`src/rtl/counter_enable_scheduler.sv`:
```
// counter_enable_scheduler: drives the enable and reset_value inputs of a downstream
// strobe counter. It issues single-cycle enable pulses at a programmable division rate,
// only after the counter reports ready, with a guaranteed idle gap after each pulse.
// It also applies host reload requests only inside safe windows.
//
// Build option: define SCHED_MISSED_COUNT_EN to build the saturating missed-tick counter.
// Without it, `missed` is tied to zero. Dropped ticks are still dropped.
module counter_enable_scheduler #(
    parameter int unsigned WIDTH      = 4,
    parameter int unsigned DIV_WIDTH  = 8,
    parameter int unsigned OVF_WIDTH  = 8,
    parameter int unsigned INIT_VALUE = 2
) (
    input  logic                 clk,
    input  logic                 rst,
    input  logic                 run,
    input  logic [DIV_WIDTH-1:0] div_value,
    input  logic                 load_req,
    input  logic [WIDTH-1:0]     load_value,
    output logic                 load_ack,
    input  logic                 cnt_ready,
    input  logic                 cnt_strobe,
    output logic                 enable,
    output logic [WIDTH-1:0]     reset_value,
    output logic [OVF_WIDTH-1:0] missed,
    output logic                 busy
);

    typedef enum logic [2:0] {
        StIdle,
        StWaitTick,
        StWaitReady,
        StPulse,
        StHoldoff
    } state_e;

    state_e               state_q;
    logic [DIV_WIDTH-1:0] presc_q;
    logic [DIV_WIDTH-1:0] div_eff;
    logic [DIV_WIDTH-1:0] reload_val;
    logic [WIDTH-1:0]     load_clamped;
    logic                 tick;
    logic                 pending_q;
    logic                 first_q;
    logic                 load_win;

    // Clamp the period and reload value, derive the tick, and decide whether a reload is safe now
    always_comb begin
        div_eff      = (div_value < DIV_WIDTH'(3)) ? DIV_WIDTH'(3) : div_value;
        reload_val   = div_eff - DIV_WIDTH'(1);
        tick         = run && (state_q != StIdle) && (presc_q == '0);
        load_clamped = (load_value < WIDTH'(2)) ? WIDTH'(2) : load_value;
        // Counter is quiescent: strobe without a concurrent enable, idle, or never enabled yet.
        // A request is not taken in the cycle its previous ack is still showing.
        load_win     = load_req && !load_ack &&
                       ((cnt_strobe && !enable) || (state_q == StIdle) || first_q);
    end

    // Prescaler: loads on leaving IDLE, reloads at zero, and clears whenever run is low
    always_ff @(posedge clk or negedge rst) begin
        if (!rst) begin
            presc_q <= '0;
        end else if (!run) begin
            presc_q <= '0;
        end else if ((state_q == StIdle) || (presc_q == '0)) begin
            presc_q <= reload_val;
        end else begin
            presc_q <= presc_q - DIV_WIDTH'(1);
        end
    end

    // Scheduler FSM with registered enable/busy, plus the reload handshake
    always_ff @(posedge clk or negedge rst) begin
        if (!rst) begin
            state_q     <= StIdle;
            enable      <= 1'b0;
            busy        <= 1'b0;
            pending_q   <= 1'b0;
            first_q     <= 1'b1;
            load_ack    <= 1'b0;
            reset_value <= WIDTH'(INIT_VALUE);
        end else begin
            enable    <= 1'b0;
            pending_q <= 1'b0;
            load_ack  <= load_win;
            if (load_win) begin
                reset_value <= load_clamped;
            end
            case (state_q)
                StIdle: begin
                    if (run) begin
                        state_q <= StWaitTick;
                        busy    <= 1'b1;
                    end
                end
                StWaitTick: begin
                    if (!run) begin
                        state_q <= StIdle;
                        busy    <= 1'b0;
                    end else if (tick) begin
                        state_q <= StWaitReady;
                    end
                end
                StWaitReady: begin
                    if (!run) begin
                        state_q <= StIdle;
                        busy    <= 1'b0;
                    end else if (cnt_ready) begin
                        state_q <= StPulse;
                        enable  <= 1'b1;
                        first_q <= 1'b0;
                    end
                end
                StPulse: begin
                    // A pulse always completes; a tick seen now is held for the HOLDOFF exit
                    if (!run) begin
                        state_q <= StIdle;
                        busy    <= 1'b0;
                    end else begin
                        state_q   <= StHoldoff;
                        pending_q <= tick;
                    end
                end
                StHoldoff: begin
                    if (!run) begin
                        state_q <= StIdle;
                        busy    <= 1'b0;
                    end else if (pending_q || tick) begin
                        state_q <= StWaitReady;
                    end else begin
                        state_q <= StWaitTick;
                    end
                end
                default: begin
                    state_q <= StIdle;
                    busy    <= 1'b0;
                end
            endcase
        end
    end

`ifdef SCHED_MISSED_COUNT_EN
    logic [OVF_WIDTH-1:0] missed_q;

    // Count ticks that land while a previous tick still waits for ready; saturate at all-ones
    always_ff @(posedge clk or negedge rst) begin
        if (!rst) begin
            missed_q <= '0;
        end else if (tick && (state_q == StWaitReady) && (missed_q != '1)) begin
            missed_q <= missed_q + OVF_WIDTH'(1);
        end
    end

    assign missed = missed_q;
`else
    assign missed = '0;
`endif

endmodule
```
`config.mk`:
```
export PLATFORM = sky130hd
export DESIGN_NAME = counter_enable_scheduler
export DESIGN_NICKNAME = d
export VERILOG_FILES = /design/src/rtl/counter_enable_scheduler.sv
export SDC_FILE = /design/constraint.sdc
export NUM_CORES = 1
export LEC_CHECK = 0
export ABC_CLOCK_PERIOD_IN_PS = 4300
export CORE_ASPECT_RATIO = 1.25
export CORE_MARGIN = 1.5
export CORE_UTILIZATION = 50
export DETAILED_ROUTE_END_ITERATION = 12
export PLACE_DENSITY = 0.82
export SLEW_MARGIN = 10
export SYNTH_ARGS = -nofsm -noshare
export SYNTH_HDL_FRONTEND = slang
export SYNTH_SLANG_ARGS = --single-unit
```
`constraint.sdc`:
```
create_clock -name clk -period 4.3 [get_ports clk]
set_input_delay 1.075 -clock clk [delete_from_list [all_inputs] [get_ports clk]]
set_output_delay 1.075 -clock clk [all_outputs]
set_load 0.01 [all_outputs]
```
==> results of run 1 <==
-- metal layers --
| metal | up-vias | wire length [um] | GRT usage |
|---|---|---|---|
| met5 | - | 0 | 0 |
| met4 | 0 | 71 | 0.124 |
| met3 | 10 | 105 | 0.0399 |
| met2 | 37 | 1400 | 0.339 |
| met1 | 521 | 1160 | 0.268 |
| li1 | 533 | - | - |
-- metrics by stage --
stage,setup WS [ns],hold slack (ns),std cells,total power [W]
floorplan,1.98,0.465,145,0.000798
global placement,1.37,0.463,189,0.000923
detailed placement,1.30,0.467,189,0.000947
CTS,1.62,0.495,193,0.00110
global route,1.45,0.504,193,0.00119
finish,1.60,0.490,193,0.00110
-- power by group --
part	total (W)	leakage, nW	switching, W	internal, W
clock network	0.000151	0.0279	0.0000566	0.0000941
logic	0.000604	0.368	0.000319	0.000286
registers	0.000350	0.253	0.0000909	0.000259
-- state kept, by name (all words and copies together), names as in the netlist --
name and cells:
busy 1, state_q 3, load_ack 1, pending_q 1, presc_q 8, first_q 1
reset_value 4, enable 1
-- cells in the mapped netlist, types with 2 or more instances --
cell type	number
buf_4	9
nor2_1	15
xnor2_1	2
a31o_2	2
inv_1	4
a21oi_1	10
a21o_1	2
nor2b_1	3
dfstp_2	2
a31oi_1	2
o21ai_0	6
dfrtp_1	18
o31ai_1	2
or2_2	2
mux2i_1	4
nor3_1	5
o22ai_1	2
nor4_1	3
or3_1	3
nand2_1	14
clkbuf_1	2
-- layout make-up --
class / count / area (sq um)
clock buffer: 3 / 22.5
inverter: 5 / 18.8
tap: 33 / 41.3
clock inverter: 1 / 30.0
sequential: 20 / 503
timing repair buffer: 24 / 240
multi-input combinational: 107 / 662
fill: 223 / 885
-- cell families (layout without fill, tap and decap cells) --
logic type,after synthesis,in the layout
AOI/OAI and AO/OA,38,38
xor gates and xnor gates,2,2
adders and majority gates,1,1
buffers and inverters,18,33
DFF,20,20
muxes,5,5
other,1,8
and+or+nand+nor,53,53
-- worst max-delay path by stage --
stage                 startpoint          to  depth (start not counted)
global placement    div_value[2]  presc_q[4]                          9
detailed placement  div_value[2]  presc_q[4]                          9
finish              div_value[6]  presc_q[4]                          9
floorplan           div_value[7]  presc_q[6]                          8
global route        div_value[5]  presc_q[4]                          9
CTS                 div_value[6]  presc_q[4]                          9
-- worst max-delay path: cells and delay by family --
| family | cells | cell delay (ns) |
|---|---|---|
| AOI/OAI and AO/OA | 4 | 0.46 |
| adders and majority gates | 1 | 0.21 |
| buffers and inverters | 2 | 0.58 |
| and+or+nand+nor | 2 | 0.56 |
==> run metrics, run 1 <==
status=finished clean; Root Driver=clkbuf_4; Mapped Area=0.00125 sq mm; top-area cell type share of the netlist area=0.361; crit-path max cell delay=0.46 ns; Warnings, synthesis=0; Hold Path Stages=2; worst-margin pin slew=just under 0.9 ns; Top FF cell, synth=dfrtp_1; hold endpoint=reset_value[3]; most common cell after layout, fill and taps aside=clkdlybuf4s50_1; die area=~0.0028 sq mm; fin util=0.632; post-synthesis mux area share=0.0411; Die Width=between 40 and 50 um; Port Buffers=24; Die H=around 60 um; vias in the first global route=1016; clk sinks=20; CP Capture Type=register; crit path cell chain=clkdlybuf4s50_1, nor4_1, a21oi_1, nor2_1, a21oi_1, ha_1, inv_1, o311ai_0, o41ai_1; post-route cell area=between 0.0015 and 0.002 sq mm; #FFs+latches synth=20; routed wire length=2730 um; GRT overflow=0; Synth Instances=approximately 140; Core Rows=20; Tmin final=2.70 ns; TritonCTS buffer count=3; drt pass-1 iters=4; Simple-Gate Fraction of Synth Area=0.231; DRC errors left=0; # Post-CTS Setup Buffers=0; compound-cell area share of the yosys netlist=0.209; pins over their slew limit=0; slowest stage cell, crit path=nor4_1; Synth Area in Adders=0.0100; most frequent CP cell=a21oi_1; clock buffer depth=2; P&R area growth vs syn=21.5%; IO Pins=33; core box area=0.00240 sq mm; dpl cell area=0.00147 sq mm; Placer Congestion=0.872; synth unique cells=47; reg-to-reg startpoint=presc_q[2]; RSZ-0062 raised after global routing=false; layout cell share with drive strength beyond 1=0.113; Global Route Usage Sum=0.216; clk_lat worst skew=0.29 ns; Post-synth EDFFs=0; Worst setup SP type=input pin; n_diodes=0; Final Hold Viols=0; Clock Skew=0.00279 ns; Starting Density=0.520; first-pass GRT wire length=~4400 um; pin count of the biggest net entering global routing=21; post-CTS sizing=0; worst endpoint required time=roughly 4.5 ns; ys async rst share=1.00; post-synth top area cell=dfrtp_1; antenna violations before repair=0; Via Count=between 1000 and 1500; top post-synthesis cells by area=dfrtp_1, buf_4, nor2_1, dfstp_2, nand2_1; worst-path fanout max=3; drt initial violations=34; WL/cell=14.2 um; main combinational cell family by area after synthesis=simple AND/OR/NAND/NOR gates; Arr. time, crit path=2.89 ns; depth of the CTS H-tree=1; Max Freq=approximately 0.37 GHz; antenna viol nets, final=0; via/cell ratio=approximately 5.7; Lkg Pwr=roughly 0.65 nW; Worst Hold Class=reg -> reg; hold wc startpoint=reset_value[3]; Setup TNS Final=0 ns; reg-to-reg endpoint=presc_q[4]; FF-to-FF path depth=5; CTS tree=built; Rel. slew slack=0.409; nets=180; post-synthesis sequential area ratio=0.403; Worst-path clk slew=approximately 0.11 ns; CP Class=in -> reg; Power Density=728 mW/mm^2; VDD IR max=0.000403 V; HPWL after DPL=around 2100 um; Setup Viol. Count Final=0; XOR/XNOR Fraction of Synth Area=0.0140; maxcap violations=0; hold buffer count at CTS=0; final period utilization=0.628; r2r setup slk=2.03 ns; syn_area_per_cell=approximately 9.0 sq um; most frequent cells in the layout=clkdlybuf4s50_1, dfrtp_1, nor2_1
(Power assumes the default switching activity.)
==> inputs of run 2 (changes only) <==
--- a/config.mk
+++ b/config.mk
@@ -5,12 +5,12 @@
 export SDC_FILE = /design/constraint.sdc
 export NUM_CORES = 1
 export LEC_CHECK = 0
-export ABC_CLOCK_PERIOD_IN_PS = 4300
+export ABC_CLOCK_PERIOD_IN_PS = 2360
 export CORE_ASPECT_RATIO = 1.25
 export CORE_MARGIN = 1.5
-export CORE_UTILIZATION = 50
+export CORE_UTILIZATION = 43
 export DETAILED_ROUTE_END_ITERATION = 12
-export PLACE_DENSITY = 0.82
+export PLACE_DENSITY = 0.75
 export SLEW_MARGIN = 10
 export SYNTH_ARGS = -nofsm -noshare
 export SYNTH_HDL_FRONTEND = slang
==> constraint.sdc (replaced) <==
create_clock -name clk -period 2.36 [get_ports clk]
set_input_delay 0.59 -clock clk [delete_from_list [all_inputs] [get_ports clk]]
set_output_delay 0.59 -clock clk [all_outputs]
set_load 0.01 [all_outputs]
==> run 2 against run 1 <==
Net effect: via count is 6.5% higher; register-to-register slack worse by 1.9 ns; highest routed layer unchanged; setup slack worse by 1.5 ns; die area is 15% higher; largest cell class unchanged; flip-flop and latch count stayed put; sequential share of layout area is 2.0 points lower; total power is 85% higher.
==> run metrics, run 2 (same netlist as run 1, synthesis figures left out) <==
pin count of the biggest net entering global routing=21 (unchanged); drt pass-1 iters=4 (unchanged); most common cell after layout, fill and taps aside=clkdlybuf4s50_1; pins over their slew limit=0 (unchanged); maxcap violations=0 (unchanged); VDD IR max=0.000768 V (+91%); top sig layer=met4; depth of the CTS H-tree=1 (unchanged); layout cell share with drive strength beyond 1=0.184 (+0.0714); max reg flops=8 (unchanged); clock buffer depth=2 (unchanged); P&R area growth vs syn=29.5%; Reg power frac=0.317 (about the same); Core Rows=21 (+5.0%); placed cells=204 (+7.9%); fin cells=208 (+7.8%); power share of the clock group=0.099 (-0.037); top cell family by delay on the critical path=simple AND/OR/NAND/NOR gates; worst-path fanout max=5 (+2); Tmin final=around 2.2 ns; slowest stage cell, crit path=dfrtp_1; status=finished clean; IO Pins=33 (unchanged); Root Driver=clkbuf_4; Global Route Usage Sum=0.192 (-0.0241); CP Class=reg -> reg; Net Switching=0.000867 W (+86%); Via Count=1173 (+6.5%); Sequential Area=503 sq um (unchanged); nets=194 (+7.8%); largest reg by FF count=presc_q; Arr. time, crit path=2.41 ns (-0.48 ns); antenna viol nets, final=0 (unchanged); drt initial violations=46 (+35%); n_diodes=0 (unchanged); Clock Skew=0.00405 ns (+0.00126 ns); r2r setup slk=0.15 ns (-1.88 ns); Lkg Pwr=0.713 nW (+9.8%); Die Width=51.2 um (+7.3%); first-pass GRT wire length=4720 um (+8.4%); most frequent cells in the layout=clkdlybuf4s50_1, dfrtp_1, nor2_1; Hold Path Stages=2 (unchanged); internal power=0.00117 W (+84%); Post-Route M1 WL=1200 um (+3.6%); GRT overflow=0 (unchanged); antenna violations before repair=0 (unchanged); Die H=63.3 um (+7.4%); Worst setup SP type=register; routed wire length=2840 um (+3.8%); reg-to-reg endpoint=presc_q[4]; hold buffer count at CTS=0 (unchanged); clk sinks=20 (unchanged); WL/cell=13.6 um (-3.7%); Starting Density=0.457 (-0.0628); Worst Hold Class=reg -> reg; CP Capture Type=register; final period utilization=0.937; Placer Congestion=0.894 (+2.5%); Final Hold Viols=0 (unchanged); Power Density=1260 mW/mm^2 (+73%); FF-to-FF path depth=6 (+1); # Post-CTS Setup Buffers=0 (unchanged); power share of the combinational group=0.584 (+0.037); pre-CTS WS=-0.173 ns (-1.47 ns); Met2 Wirelength=1410 um (+0.57%); CTS tree=built; via/cell ratio=5.64 (-1.1%); DR WL met3=154 um (+47%); crit-path max cell delay=0.43 ns (-0.03 ns); Setup Viol. Count Final=0 (unchanged); clk_lat worst skew=0.31 ns (+0.02 ns); TritonCTS buffer count=3 (unchanged); hold wc startpoint=reset_value[1]; switching portion of total power=0.425 (+0.00279); Port Buffers=24 (unchanged); registers with the most flip-flops=presc_q x8, reset_value x4, state_q x3; vias in the first global route=1125 (+11%); CP bufs+invs=1 (-1); hold endpoint=reset_value[1]; Max Freq=0.452 GHz; DRC errors left=0 (unchanged); RSZ-0062 raised after global routing=false; fill cell count=255 (+14%); post-CTS sizing=0 (unchanged); setup ws final=0.148 ns (-1.45 ns); die area=0.00324 sq mm (+15%); crit path from=presc_q[6]; reg-to-reg startpoint=presc_q[6]; HPWL after DPL=2170 um (+3.2%); Worst-path clk slew=0.11 ns (about the same); core box area=0.00273 sq mm (+14%); crit path cell chain=nor4_4, buf_4, a21o_1, mux2_2, or2_2, o41ai_1; Multi-input gate area=671 sq um (+1.3%); worst endpoint required time=2.55 ns (-1.94 ns)
==> run 2: how the worst max path moves through the flow <==
stage / cells after the start / endpoint
floorplan: 6 / presc_q[4]
global placement: 10 / presc_q[4]
detailed placement: 10 / presc_q[4]
CTS: 5 / presc_q[4]
global route: 6 / presc_q[4]
finish: 6 / presc_q[4]
==> run 2: metrics by stage <==
stage	power, W	hold WS [ns]	util	cell area [sq um]	TNS (ns)
3_5_place_dp	0.00181	0.473	0.575	1570	-0.350
3_3_place_gp	0.00177	0.464	0.575	1570	-0.104
2_1_floorplan	0.00145	0.294	-	1270	0
5_1_grt	0.00220	0.499	0.592	1620	0
6_report	0.00204	0.489	0.592	1620	0
4_1_cts	0.00201	0.491	0.588	1610	0
==> run 2: layout make-up <==
class | instances | share of cell area
Tap cell | 34 | 0.0263
Timing Repair Buffer | 38 | 0.214
Inverter | 5 | 0.0116
Sequential cell | 20 | 0.311
Clock buffer | 4 | 0.0224
Multi-Input combinational cell | 107 | 0.415
==> run 2: worst reg2reg max path, cell delays in order, from the launching register on <==
cell and delay (ns):
dfrtp_1 0.43, nor4_4 0.32, buf_4 0.19, a21o_1 0.22, mux2_2 0.38, or2_2 0.28, o41ai_1 0.28
==> run 2: power by group through the flow <==
stage	Sequential [W]	Combinational (W)	Clock, W
floorplan	0.000604	0.000850	0
global placement	0.000634	0.00114	0
detailed placement	0.000645	0.00116	0
global route	0.000666	0.00131	0.000221
finish	0.000648	0.00119	0.000202
CTS	0.000637	0.00117	0.000207
==> run 2: metal layers <==
| layer | track usage | vias to the layer above |
|---|---|---|
| met4 | 0.125 | 0 |
| met1 | 0.228 | 564 |
| met5 | 0 | - |
| met3 | 0.0261 | 8 |
| met2 | 0.317 | 43 |
| li1 | - | 558 |
